`src/rtl/ex_div_if.sv`:
```
// Handshake and operand bundle between the EX stage and the iterative divide sequencer.
// The pipeline side drives the master modport; the sequencer implements the slave.
interface ex_div_if #(
  parameter int DATA_W = 32
);
  logic              start;
  logic              flush;
  logic [1:0]        div_op;
  logic [DATA_W-1:0] dividend;
  logic [DATA_W-1:0] divisor;
  logic              stall_req;
  logic              busy;
  logic              done;
  logic [DATA_W-1:0] result;

  modport master (
    output start, flush, div_op, dividend, divisor,
    input  stall_req, busy, done, result
  );

  modport slave (
    input  start, flush, div_op, dividend, divisor,
    output stall_req, busy, done, result
  );
endinterface

```
`src/rtl/ex_div_ctrl.sv`:
```
// Radix-2 restoring divide sequencer for DIV/DIVU/REM/REMU.
// It stalls EX while iterating and presents the result for the single FIN cycle.
module ex_div_ctrl #(
  parameter int DATA_W = 32,
  parameter int CNT_W  = 6
) (
  input  logic    clk,
  input  logic    reset,
  ex_div_if.slave bus
);

  typedef enum logic [1:0] {
    IDLE = 2'd0,
    CALC = 2'd1,
    FIN  = 2'd2
  } state_t;

  localparam logic [DATA_W-1:0] MIN_NEG  = {1'b1, {(DATA_W-1){1'b0}}};
  localparam logic [CNT_W-1:0]  LAST_CNT = CNT_W'(DATA_W - 1);

  state_t            state_q, state_d;
  logic [CNT_W-1:0]  cnt_q;
  logic [1:0]        op_q;
  logic [DATA_W-1:0] quo_q;
  logic [DATA_W-1:0] rem_q;
  logic [DATA_W-1:0] dvs_q;
  logic [DATA_W-1:0] result_q;
  logic              quo_neg_q;
  logic              rem_neg_q;

  logic              accept;
  logic              signed_op;
  logic              a_neg, b_neg;
  logic [DATA_W-1:0] a_mag, b_mag;
  logic              div_zero, ovf, special;
  logic [DATA_W:0]   shifted;
  logic signed [DATA_W+1:0] trial;
  logic              trial_ok;
  logic [DATA_W-1:0] rem_step, quo_step;
  logic [DATA_W-1:0] fin_val;
  logic              stall_c, done_c;

  function automatic logic [DATA_W-1:0] abs_val(input logic signed [DATA_W-1:0] v);
    return (v < 0) ? $unsigned(-v) : $unsigned(v);
  endfunction

  function automatic logic [DATA_W-1:0] apply_sign(input logic [DATA_W-1:0] mag,
                                                   input logic neg);
    return neg ? -mag : mag;
  endfunction

  // Operand decode for the accept cycle
  always_comb begin
    signed_op = ~bus.div_op[0];
    a_neg     = signed_op & bus.dividend[DATA_W-1];
    b_neg     = signed_op & bus.divisor[DATA_W-1];
    a_mag     = signed_op ? abs_val($signed(bus.dividend)) : bus.dividend;
    b_mag     = signed_op ? abs_val($signed(bus.divisor))  : bus.divisor;
    div_zero  = (bus.divisor == '0);
    ovf       = signed_op && (bus.dividend == MIN_NEG) && (bus.divisor == '1);
    special   = div_zero | ovf;
  end

  // One restoring step; bit DATA_W of a non-negative trial is always 0,
  // so folding it into the sign test changes nothing but keeps every bit live.
  always_comb begin
    shifted  = {rem_q, quo_q[DATA_W-1]};
    trial    = $signed({1'b0, shifted}) - $signed({2'b00, dvs_q});
    trial_ok = ~(trial[DATA_W+1] | trial[DATA_W]);
    rem_step = trial_ok ? trial[DATA_W-1:0] : shifted[DATA_W-1:0];
    quo_step = {quo_q[DATA_W-2:0], trial_ok};
  end

  always_comb begin
    fin_val = op_q[1] ? apply_sign(rem_q, rem_neg_q) : apply_sign(quo_q, quo_neg_q);
  end

  always_ff @(posedge clk or negedge reset) begin
    if (!reset) begin
      state_q <= IDLE;
    end else begin
      state_q <= state_d;
    end
  end

  always_comb begin
    state_d = state_q;
    stall_c = 1'b0;
    done_c  = 1'b0;
    accept  = 1'b0;
    unique case (state_q)
      IDLE: begin
        if (bus.start) begin
          accept  = 1'b1;
          stall_c = 1'b1;
          state_d = special ? FIN : CALC;
        end
      end
      CALC: begin
        stall_c = 1'b1;
        if (cnt_q == LAST_CNT) begin
          state_d = FIN;
        end
      end
      FIN: begin
        done_c  = 1'b1;
        state_d = IDLE;
      end
      default: state_d = IDLE;
    endcase
    // Flush kills whatever is in EX, including a divide being accepted this cycle
    if (bus.flush) begin
      state_d = IDLE;
      stall_c = 1'b0;
      done_c  = 1'b0;
      accept  = 1'b0;
    end
  end

  always_ff @(posedge clk or negedge reset) begin
    if (!reset) begin
      cnt_q     <= '0;
      op_q      <= '0;
      quo_q     <= '0;
      rem_q     <= '0;
      dvs_q     <= '0;
      quo_neg_q <= 1'b0;
      rem_neg_q <= 1'b0;
      result_q  <= '0;
    end else begin
      if (accept) begin
        op_q  <= bus.div_op;
        cnt_q <= '0;
        dvs_q <= b_mag;
        if (special) begin
          // Preloaded results are final, so sign restoration is disabled
          quo_q     <= div_zero ? '1 : MIN_NEG;
          rem_q     <= div_zero ? bus.dividend : '0;
          quo_neg_q <= 1'b0;
          rem_neg_q <= 1'b0;
        end else begin
          quo_q     <= a_mag;
          rem_q     <= '0;
          quo_neg_q <= a_neg ^ b_neg;
          rem_neg_q <= a_neg;
        end
      end else if ((state_q == CALC) && !bus.flush) begin
        quo_q <= quo_step;
        rem_q <= rem_step;
        cnt_q <= cnt_q + CNT_W'(1);
      end
      if (done_c) begin
        result_q <= fin_val;
      end
    end
  end

  always_comb begin
    bus.stall_req = stall_c;
    bus.busy      = (state_q != IDLE);
    bus.done      = done_c;
    bus.result    = done_c ? fin_val : result_q;
  end

endmodule
```
`src/flat_wrapper.sv`:
```
// flat-port wrapper written by rule: the top's interface ports become plain ports
module ex_div_ctrl_flat 
#(
  parameter int DATA_W = 32,
  parameter int CNT_W  = 6
)
  (clk, reset, bus_start, bus_flush, bus_div_op, bus_dividend, bus_divisor, bus_stall_req, bus_busy, bus_done, bus_result);
  ex_div_if #(.DATA_W(DATA_W)) bus_i ();
  input  logic clk;
  input  logic reset;
  input wire logic [$bits(bus_i.start)-1:0] bus_start;
  input wire logic [$bits(bus_i.flush)-1:0] bus_flush;
  input wire logic [$bits(bus_i.div_op)-1:0] bus_div_op;
  input wire logic [$bits(bus_i.dividend)-1:0] bus_dividend;
  input wire logic [$bits(bus_i.divisor)-1:0] bus_divisor;
  output wire logic [$bits(bus_i.stall_req)-1:0] bus_stall_req;
  output wire logic [$bits(bus_i.busy)-1:0] bus_busy;
  output wire logic [$bits(bus_i.done)-1:0] bus_done;
  output wire logic [$bits(bus_i.result)-1:0] bus_result;
  assign bus_i.start = bus_start;
  assign bus_i.flush = bus_flush;
  assign bus_i.div_op = bus_div_op;
  assign bus_i.dividend = bus_dividend;
  assign bus_i.divisor = bus_divisor;
  assign bus_stall_req = bus_i.stall_req;
  assign bus_busy = bus_i.busy;
  assign bus_done = bus_i.done;
  assign bus_result = bus_i.result;
  ex_div_ctrl #(.DATA_W(DATA_W), .CNT_W(CNT_W)) u_core (.clk(clk), .reset(reset), .bus(bus_i));
endmodule
```
`config.mk`:
```
export PLATFORM = sky130hd
export DESIGN_NAME = ex_div_ctrl_flat
export DESIGN_NICKNAME = d
export VERILOG_FILES = /design/src/rtl/ex_div_if.sv /design/src/rtl/ex_div_ctrl.sv /design/src/flat_wrapper.sv
export SDC_FILE = /design/constraint.sdc
export NUM_CORES = 1
export LEC_CHECK = 0
export CAP_MARGIN = 20
export CORE_MARGIN = 4
export CORE_UTILIZATION = 41
export DETAILED_ROUTE_END_ITERATION = 10
export DONT_BUFFER_PORTS = 1
export HOLD_SLACK_MARGIN = 0.12
export SLEW_MARGIN = 20
export SYNTH_ARGS = -nofsm -noshare
export SYNTH_HDL_FRONTEND = slang
export SYNTH_SLANG_ARGS = --single-unit
```
`constraint.sdc`:
```
create_clock -name clk -period 4.3 [get_ports clk]
set_clock_uncertainty 0.15 [all_clocks]
set_input_delay 0.86 -clock clk [delete_from_list [all_inputs] [get_ports clk]]
set_output_delay 0.86 -clock clk [all_outputs]
set_load 0.02 [all_outputs]
```
-- After elaboration in Yosys (flattened, before gate mapping)
Cells that the tools add are included.
- register bits: 140
- output and inout bits: 35
- $add $sub $neg: 6
- $lt $le $gt $ge: 2
- equal/unequal tests: 7
- muxes and demuxes: 33
- bitwise logic cells: 7
- reduce and logical (&&, ||, !) cells: 9
- operator list (cell ; count):
    $mux W32 ; 16
    $neg A32 Y32 ; 4
    $eq A32 B32 Y1 const B ; 2
    $lt A32 B1 Y1 const B ; 2
    $sub A33 B32 Y34 ; 1
    $logic_not A32 Y1 ; 1
    $mux W31 ; 1
    $mux W6 ; 2
    $mux W1 ; 8
    $mux W2 ; 4
    $add A6 B1 Y6 const B ; 1
    $eq A6 B5 Y1 const B ; 1
    $pmux W2 S2 ; 1
    $reduce_bool A2 Y1 ; 2
    $logic_and A1 B1 Y1 ; 3
    $ne A3 B2 Y1 const B ; 1
    $ne A3 B3 Y1 const B ; 1
    $and A1 B1 Y1 ; 2
    $eq A2 B1 Y1 const B ; 1
    $eq A2 B2 Y1 const B ; 1
    $logic_not A2 Y1 ; 1
    $not A1 Y1 ; 2
    $or A1 B1 Y1 ; 2
    $pmux W1 S2 ; 1
    3 further kinds ; 3

-- Longest topological paths before layout
Gate-level depths: netlist (run 1).
- depth in word-level cells: 8
- gate-level depth with buffers: 14

-- Least setup slack after synthesis (run 1)
Ideal clock, no wire load.
- kind: register -> output
- start point: register u_core.rem_q[8]
- end point: output bus_result[28]
- arrival: 2.967 ns
- required time: 3.290 ns
- path slack: 0.323 ns
- stages on the path, launching flop included: 10
- buffers on the path: 0
- cells stage by stage: dfrtp_1 > or3_1 > or4_4 > or3_1 > or4_4 > nor4_4 > nand2b_2 > o31ai_4 > xor2_1 > o221ai_1
- longest elaborated chain between the ends: 4
- RTL lines (item ; RTL line ; RTL):
    from (decl) ; ex_div_ctrl.sv:25 ; logic [DATA_W-1:0] rem_q;
    from (signal assigned) ; ex_div_ctrl.sv:138 ; rem_q <= div_zero ? bus.dividend : '0;
    from (signal assigned) ; ex_div_ctrl.sv:149 ; rem_q <= rem_step;
    $neg A32 Y32 ; ex_div_ctrl.sv:49 ; return neg ? -mag : mag;
    $mux W32 ; ex_div_ctrl.sv:49 ;
    $mux W32 ; ex_div_ctrl.sv:75 ; fin_val = op_q[1] ? apply_sign(rem_q, rem_neg_q) : apply_sign(quo_q, quo_neg_q);
    $mux W32 ; ex_div_ctrl.sv:162 ; bus.result = done_c ? fin_val : result_q;
    to (decl) ; flat_wrapper.sv:19 ; output wire logic [$bits(bus_i.result)-1:0] bus_result;
No other way between the ends.

-- Worst setup path in the final report (run 1)
Same ends and word-level chain as after synthesis.

==> results of run 1 <==
path summary, 6_finish.rpt:
kind                                        from                   to  slack, ns  cells past startpoint
worst max-delay path             u_core.rem_q[8]       bus_result[28]       -0.1                      9
worst min-delay path                       reset  u_core.result_q[27]       0.27                      1
worst max register to register  u_core.quo_q[31]     u_core.rem_q[30]       0.57                     15
worst min register to register  u_core.dvs_q[30]     u_core.dvs_q[30]       0.33                      2
max in group asynchronous                  reset     u_core.dvs_q[11]       3.22                      1
min in group clk                u_core.dvs_q[30]     u_core.dvs_q[30]       0.33                      2
cell families (layout without fill, tap and decap cells):
group / count (synthesis) / in the layout / share of synthesized area, %
AOI/OAI and AO/OA: 418 / 418 / 23.9
muxes: 32 / 32 / 3.04
buffers and inverters: 123 / 131 / 4.52
adders and majority gates: 39 / 39 / 4.68
xor gates and xnor gates: 149 / 149 / 12.3
and+or+nand+nor: 418 / 418 / 18.6
DFF: 139 / 139 / 32.9
layout make-up:
class / count / area [sq um] / share of cell area, %
Tap cell: 330 / 413 / 3.47
Multi-Input combinational cell: 1056 / 6770 / 56.9
Sequential cell: 139 / 3480 / 29.2
Clock inverter: 12 / 206 / 1.73
Inverter: 57 / 214 / 1.80
Clock buffer: 20 / 457 / 3.84
Timing Repair Buffer: 42 / 368 / 3.09
power breakdown:
part	leakage (nW)	total (mW)	switching (mW)	internal [mW]
Clock	0.322	1.69	0.618	1.07
Sequential	1.79	1.89	0.270	1.62
Combinational	2.78	1.93	1.21	0.720
Total	4.89	5.50	2.10	3.40
layer usage:
layer / share of wire, % / wire length, um / GRT usage, % / vias to the layer above
met2: 45 / 14200 / 34.4 / 299
li1: - / - / - / 4716
met3: 6.0 / 1910 / 4.06 / 26
met4: 1.3 / 426 / 5.05 / 0
met5: 0 / 0 / 0 / -
met1: 48 / 15200 / 31.9 / 4399
state kept, by name, summed over array words and instances, names as in the netlist:
name              count
u_core.state_q        2
u_core.dvs_q         32
u_core.rem_neg_q      1
u_core.cnt_q          6
u_core.result_q      32
u_core.op_q           1
u_core.quo_neg_q      1
u_core.quo_q         32
u_core.rem_q         32
repair_timing:
action	in CTS	in global routing
endpoints found under the hold margin	139	0
pin swaps	6	5
cloned	0	0
setup endpoints to repair	13	14
resized for setup	17	7
setup buffers	2	0
hold buffers	1	0
metrics by stage:
stage	instance area [sq um]	cells
2_1_floorplan	10600	1318
3_3_place_gp	11100	1620
3_5_place_dp	11100	1620
4_1_cts	11800	1655
5_1_grt	11900	1656
6_report	11900	1656
cell usage in the layout (no fill, tap or decap), types with 9 or more instances in the layout:
cell type  count
o21ai_1       98
or3_1          9
nand3_1       10
ha_1          38
a21oi_1       69
o22ai_1       13
o211ai_1      16
a211oi_1       9
nor3_1        26
mux2i_1       31
o21ai_0       92
nor2_1        69
a22oi_1       21
dfrtp_1      139
nand2_1      205
o31ai_1       23
inv_1         54
buf_4         39
nor4_1        15
o41ai_1       10
clkbuf_16     17
xor2_1        72
xnor2_1       76
nand4_1       18
or4_1          9
==> results.toml, run 1 <==
[run]
max-cap-violations = 0

[critical_path]
critical-path-top-delay-family = "simple AND/OR/NAND/NOR gates"
crit_required_ns = 3.29
worstPathCellList = "or3_4 -> or4_4 -> or3_4 -> or4_4 -> nor4_4 -> nand2b_4 -> o31ai_4 -> xor2_1 -> o221ai_2"
cpPeakStageDelay_ns = 0.44
worstSetupPathType = "reg2out"
end_kind = "output port"
path_buf_inv = 0
critPathArrivalTime_ns = 3.39
start_kind = "register"
worstPathMaxFanout = 3
slowest_stage = "or4_4"

[final_layout]
area_growth_pct = 12.6
layout.nets = 1422
antennaDiodeCount = 0
fillCellCount = 2520
layout-drive-gt1-share_pct = 8.75
final_util_pct = 47.2

[grt]
grt_max_degree = 140
grt_use_total_pct = 22.0
grt_pass1_wl_um = 50100
gr-total-overflow = 0
antenna_found_initial = 0
grt_pass1_vias = 8965

[die]
die_w_um = 169
die_height_um = 169
initial_core_util_pct = 41.9
core-area_sq_um = 25300
rows = 58
die-area_sq_um = 28400
io_pins = 105

[place]
place_hpwl_um = 24300
dpl_worst_slack_ns = 0.116
portBuffers = 0
place.gp.congestion = 0.877

[detailed_routing]
finalWirelength_um = 31800
ant_nets = 0
routed_via_density = 5.70
drt_iter0_markers = 732
via_count = 9440
route.detailed.drc = 0
wl_per_cell_um = 19.2
dr.pass1.iters = 5

[synthesis]
ys_types = 65
synth_nets = 1427
synthArstFlopShare_pct = 100
synth_edf_count = 0
synth_top_area_share_pct = 32.9
syn_area_per_cell_sq_um = 8.02
synth_flop_cell = "dfrtp_1"
ys_ff_latch = 139
yosysMostFrequentCell = "nand2_1"
synthesis.area_sq_um = 10600
synthTopCellsByArea = "dfrtp_1 (33%), nand2_1 (7.3%), xnor2_1 (6.3%), xor2_1 (6.0%), o21ai_1 (4.9%)"
yosysWarnings = 0
yosysTopAreaCell = "dfrtp_1"
syn_inst = 1318
seq_area_frac_synth_pct = 32.9
synth_common_cells = "nand2_1 (206), dfrtp_1 (139), o21ai_1 (104)"

[pwr]
p_total_mw = 5.50
ir_drop_mv = 0.332
p_leak_nw = 4.89
power_density_nw_per_um2 = 462

[sta]
setup_ws_ns = -0.0988
worstMarginPinSlew_ns = 0.833
slew_violations = 0
finalSetupTns_ns = -0.129
hold_ws_ns = 0.274
setup_viol = 2
rsz0062_at_grt = "true"
period_share_pct = 102
relSlewSlack_pct = 44.5
fin_crit_ns = 4.40
fmaxAchievable_mhz = 227
finalHoldViolations = 0

[clocking]
cts-htree-levels = 4
clockBufferDepth = 2
clock_sinks = 139
clock_latency_ns = 0.43
cts-root-buf = "clkbuf_16"
cts_tree = "done"
path_clk_slew_ns = 0.07
numCtsBuffers = 17

[run_status]
status = "finished, violations left"
failed_checks = "setup timing"

[min_path]
hold_path.class = "in2async"
(Power assumes the default switching activity.)
==> run 2, diff against run 1 <==
--- a/constraint.sdc
+++ b/constraint.sdc
@@ -3,3 +3,3 @@
 set_input_delay 0.86 -clock clk [delete_from_list [all_inputs] [get_ports clk]]
 set_output_delay 0.86 -clock clk [all_outputs]
-set_load 0.02 [all_outputs]
+set_load 0.005 [all_outputs]
==> results.toml, run 2 (same netlist as run 1, synthesis figures left out) <==
[pwr]
p_total_mw = 5.02
power_density_nw_per_um2 = 431
p_leak_nw = 4.75
ir_drop_mv = 0.275

[detailed_routing]
drt_iter0_markers = 688
ant_nets = 0
route.detailed.drc = 0
highest_layer = "met4"
dr.pass1.iters = 5
wl_per_cell_um = 18.9
met2_length_um = 13200
via_count = 9386
routed_via_density = 5.72
drt-met1-wl_um = 15100
wl_met3_um = 1820
finalWirelength_um = 30900

[sta]
setup_viol = 1
worstMarginPinSlew_ns = 1.10
rsz0062_at_grt = "true"
period_share_pct = 101
slew_violations = 0
finalHoldViolations = 0
relSlewSlack_pct = 26.3
fmaxAchievable_mhz = 230
fin_crit_ns = 4.35
setup_ws_ns = -0.0455

[run_status]
status = "finished, violations left"
failed_checks = "setup timing"

[critical_path]
reg2reg_depth = 15
r2r-end = "u_core.rem_q[30]"
cp-startpoint = "u_core.rem_q[8]"
end_kind = "output port"
setup.worst_path.end = "bus_result[28]"
worstSetupPathType = "reg2out"
r2r_start = "u_core.quo_q[31]"
start_kind = "register"
rrSetupSlack_ns = 0.70
crit_required_ns = 3.29
critPathArrivalTime_ns = 3.34
worstPathMaxFanout = 3

[place]
place.gp.congestion = 0.862
portBuffers = 0
place_hpwl_um = 23900
dpl_worst_slack_ns = 0.317

[die]
core-area_sq_um = 25300
io_pins = 105
die_w_um = 169
die_height_um = 169
die-area_sq_um = 28400
initial_core_util_pct = 41.9
rows = 58

[grt]
grt_pass1_vias = 9177
grt_max_degree = 140
antenna_found_initial = 0
grt_use_total_pct = 21.9
gr-total-overflow = 0
grt_pass1_wl_um = 50400

[clocking]
numCtsBuffers = 17
clockBufferDepth = 2
clock_sinks = 139
cts-root-buf = "clkbuf_16"
cts_tree = "done"
path_clk_slew_ns = 0.06
cts-htree-levels = 4
clock_latency_ns = 0.42

[final_layout]
multi_input_area_sq_um = 6710
fillCellCount = 2522
layout.nets = 1408
antennaDiodeCount = 0
layout-drive-gt1-share_pct = 6.79
area_growth_pct = 10.0
layout_common_cells = "nand2_1 (206), dfrtp_1 (139), o21ai_1 (101)"
final-seq-area_sq_um = 3480
final_common_cell = "nand2_1"

[min_path]
hold_path.class = "in2async"

[run]
max-cap-violations = 0
==> run 2: cell count changes in the layout (fill, tap and decap cells not counted), sizes merged <==
| cell | before | now |
|---|---|---|
| bufinv | 5 | 2 |
| clkinv | 4 | 8 |
| clkinvlp | 1 | 2 |
| buf | 42 | 28 |
| inv | 59 | 57 |
| clkbuf | 20 | 19 |
==> run 2: routing by layer <==
metal / vias up / track usage, %
met1: 4389 / 32.4
met5: - / 0
met4: 0 / 7.13
li1: 4701 / -
met3: 41 / 3.99
met2: 255 / 32.4
==> run 2: worst min path at each step <==
stage / startpoint / endpoint / depth (start not counted)
after floorplan: u_core.dvs_q[10] / u_core.dvs_q[10] / 2
after global placement: u_core.dvs_q[9] / u_core.dvs_q[9] / 2
after detailed placement: u_core.dvs_q[14] / u_core.dvs_q[14] / 2
after CTS: reset / u_core.result_q[30] / 1
after global routing: reset / u_core.result_q[30] / 1
final: reset / u_core.result_q[30] / 1
==> run 2: power breakdown <==
part	internal [mW]	switching, mW	total (mW)
Combinational	0.681	1.02	1.70
Sequential	1.62	0.268	1.88
Clock	0.862	0.575	1.44
==> run 2: per-stage QoR <==
stage	TNS [ns]	cells	instance area (sq um)	utilization [%]	hold slack, ns
6_report	-0.0455	1641	11600	46.1	0.265
5_1_grt	-0.332	1641	11600	46.1	0.316
2_1_floorplan	0	1318	10600	-	0.300
3_3_place_gp	0	1609	11000	43.5	0.313
4_1_cts	-0.0935	1641	11600	46.0	0.316
3_5_place_dp	0	1609	11000	43.5	0.320
==> run 2: repair_timing <==
item                                   in CTS  in global routing
resized for setup                           6                  6
pin swaps                                   0                  1
endpoints found under the hold margin     139                  0
setup endpoints to repair                   3                 11
buffers inserted                            0                  0
hold buffers                                1                  0
==> run 2: area by class of cell <==
class / instances / share of cell area (%)
timing repair buffer: 28 / 2.19
clock inverter: 12 / 1.05
multi-input combinational: 1056 / 57.7
sequential: 139 / 29.9
inverter: 57 / 1.84
clock buffer: 19 / 3.81
tap: 330 / 3.55
==> run 2: worst max-delay path, cell delays in order, from the launching register on <==
cell,delay (ns)
dfrtp_1,0.37
or3_4,0.39
or4_4,0.44
or3_4,0.35
or4_4,0.44
nor4_4,0.27
nand2b_4,0.11
o31ai_4,0.18
xor2_1,0.22
o221ai_2,0.15
==> run 3, diff against run 2 <==
GPL_TIMING_DRIVEN = 0   (was not set)
==> results.toml, run 3 (same netlist as run 1, synthesis figures left out) <==
[critical_path]
critPathArrivalTime_ns = 3.40
reg2reg_depth = 14
rrSetupSlack_ns = 0.14
crit_required_ns = 3.29
worstPathMaxFanout = 6
r2r_start = "u_core.quo_q[31]"
start_kind = "register"
end_kind = "output port"
r2r-end = "u_core.rem_q[1]"
worstSetupPathType = "reg2out"

[final_layout]
final_util_pct = 46.8
layout_common_cells = "nand2_1 (206), dfrtp_1 (136), o21ai_1 (103)"
fin_cells = 1684
finish.instance_area_sq_um = 11800
final_common_cell = "nand2_1"
area_growth_pct = 11.7
final-seq-area_sq_um = 3480
layout-drive-gt1-share_pct = 5.91
multi_input_area_sq_um = 6740
antennaDiodeCount = 0
fillCellCount = 2545
layout.nets = 1450

[detailed_routing]
ant_nets = 0
wl_per_cell_um = 20.2
drt_iter0_markers = 673
routed_via_density = 5.76
dr.pass1.iters = 5
route.detailed.drc = 0
via_count = 9704
finalWirelength_um = 34100

[place]
portBuffers = 0
dpl_cell_area_sq_um = 11000
placed_cells = 1648
place_hpwl_um = 27000
dpl_worst_slack_ns = -0.146
place.gp.congestion = 0.902

[sta]
setup_viol = 4
fmaxAchievable_mhz = 227
fin_crit_ns = 4.41
slew_violations = 0
setup_ws_ns = -0.106
rsz0062_at_grt = "true"
period_share_pct = 102
worstMarginPinSlew_ns = 0.965
hold_ws_ns = 0.213
finalHoldViolations = 0
relSlewSlack_pct = 35.1
finalSetupTns_ns = -0.278

[die]
initial_core_util_pct = 41.9
die-area_sq_um = 28400
io_pins = 105
die_w_um = 169
core-area_sq_um = 25300
die_height_um = 169
rows = 58

[run_status]
failed_checks = "setup timing"
status = "finished, violations left"

[clocking]
cts-htree-levels = 4
cts-root-buf = "clkbuf_16"
path_clk_slew_ns = 0.06
clock_sinks = 139
cts_tree = "done"
clockBufferDepth = 2
clock_latency_ns = 0.43
numCtsBuffers = 17

[grt]
grt_max_degree = 140
antenna_found_initial = 0
grt_use_total_pct = 23.8
grt_pass1_vias = 9526
grt_pass1_wl_um = 53700
gr-total-overflow = 0

[pwr]
ir_drop_mv = 0.308
seqPwrFrac_pct = 35.0
power_density_nw_per_um2 = 447
p_switching_mw = 1.94
switching_share_pct = 36.6
p_leak_nw = 4.78
p_total_mw = 5.29
p_int_mw = 3.35
clock_power_share_pct = 31.3
power_frac_comb_pct = 33.7

[min_path]
hold_path.class = "in2async"

[run]
max-cap-violations = 0
[run 3: cell count changes in the layout (fill, tap and decap cells not counted), sizes merged]
cell	delta
clkbuf	+57
buf	-13
bufinv	+3
clkinv	-3
inv	-2
clkinvlp	+1
[run 3: cell type report]
| cell class | count | area share [%] |
|---|---|---|
| multi-input combinational | 1056 | 57.1 |
| sequential | 139 | 29.5 |
| clock buffer | 21 | 3.90 |
| tap | 330 | 3.49 |
| buffer | 66 | 2.23 |
| inverter | 57 | 1.81 |
| clock inverter | 11 | 1.62 |
| timing repair buffer | 4 | 0.424 |
[run 3: timing repair]
| action | in CTS | in global routing |
|---|---|---|
| hold buffers | 1 | 0 |
| setup endpoints to repair | 14 | 42 |
| pin swaps | 3 | 1 |
| buffers inserted | 3 | 0 |
| gates cloned | 0 | 0 |
| hold endpoints to repair | 139 | 0 |
| resized for setup | 15 | 9 |
[run 3: worst max-delay path: stages (launching register included)]
cell,delay (ns)
dfrtp_2,0.42
or3_4,0.40
or4_4,0.44
o41ai_2,0.47
a21boi_4,0.35
nand2_1,0.15
a21oi_1,0.16
xor2_1,0.26
o21ai_0,0.11
o21bai_1,0.20
[run 3: per-layer routing]
metal,GRT usage (%),wire length [um],vias up
li1,-,-,4788
met1,31.8,15200,4541
met2,38.5,15600,314
met3,4.39,2010,61
met4,9.14,1200,0
met5,0,0,-
[run 3: how the worst max path moves through the flow]
stage,start,slack [ns],end,depth (start not counted)
floorplan,u_core.rem_q[8],0.54,bus_result[28],9
global placement,bus_divisor[12],-0.12,u_core.quo_q[11],10
detailed placement,bus_divisor[12],-0.15,u_core.quo_q[13],10
CTS,u_core.rem_q[8],-0.20,bus_result[28],9
global route,u_core.rem_q[8],-0.22,bus_result[31],9
finish,u_core.rem_q[8],-0.11,bus_result[31],9
[run 3: power by group through the flow]
stage	sequential, mW	clock (mW)	combinational, mW
6_report	1.85	1.65	1.78
5_1_grt	1.89	1.72	2.02
3_3_place_gp	1.86	0	1.69
2_1_floorplan	1.80	0	1.33
4_1_cts	1.85	1.66	1.77
3_5_place_dp	1.87	0	1.70
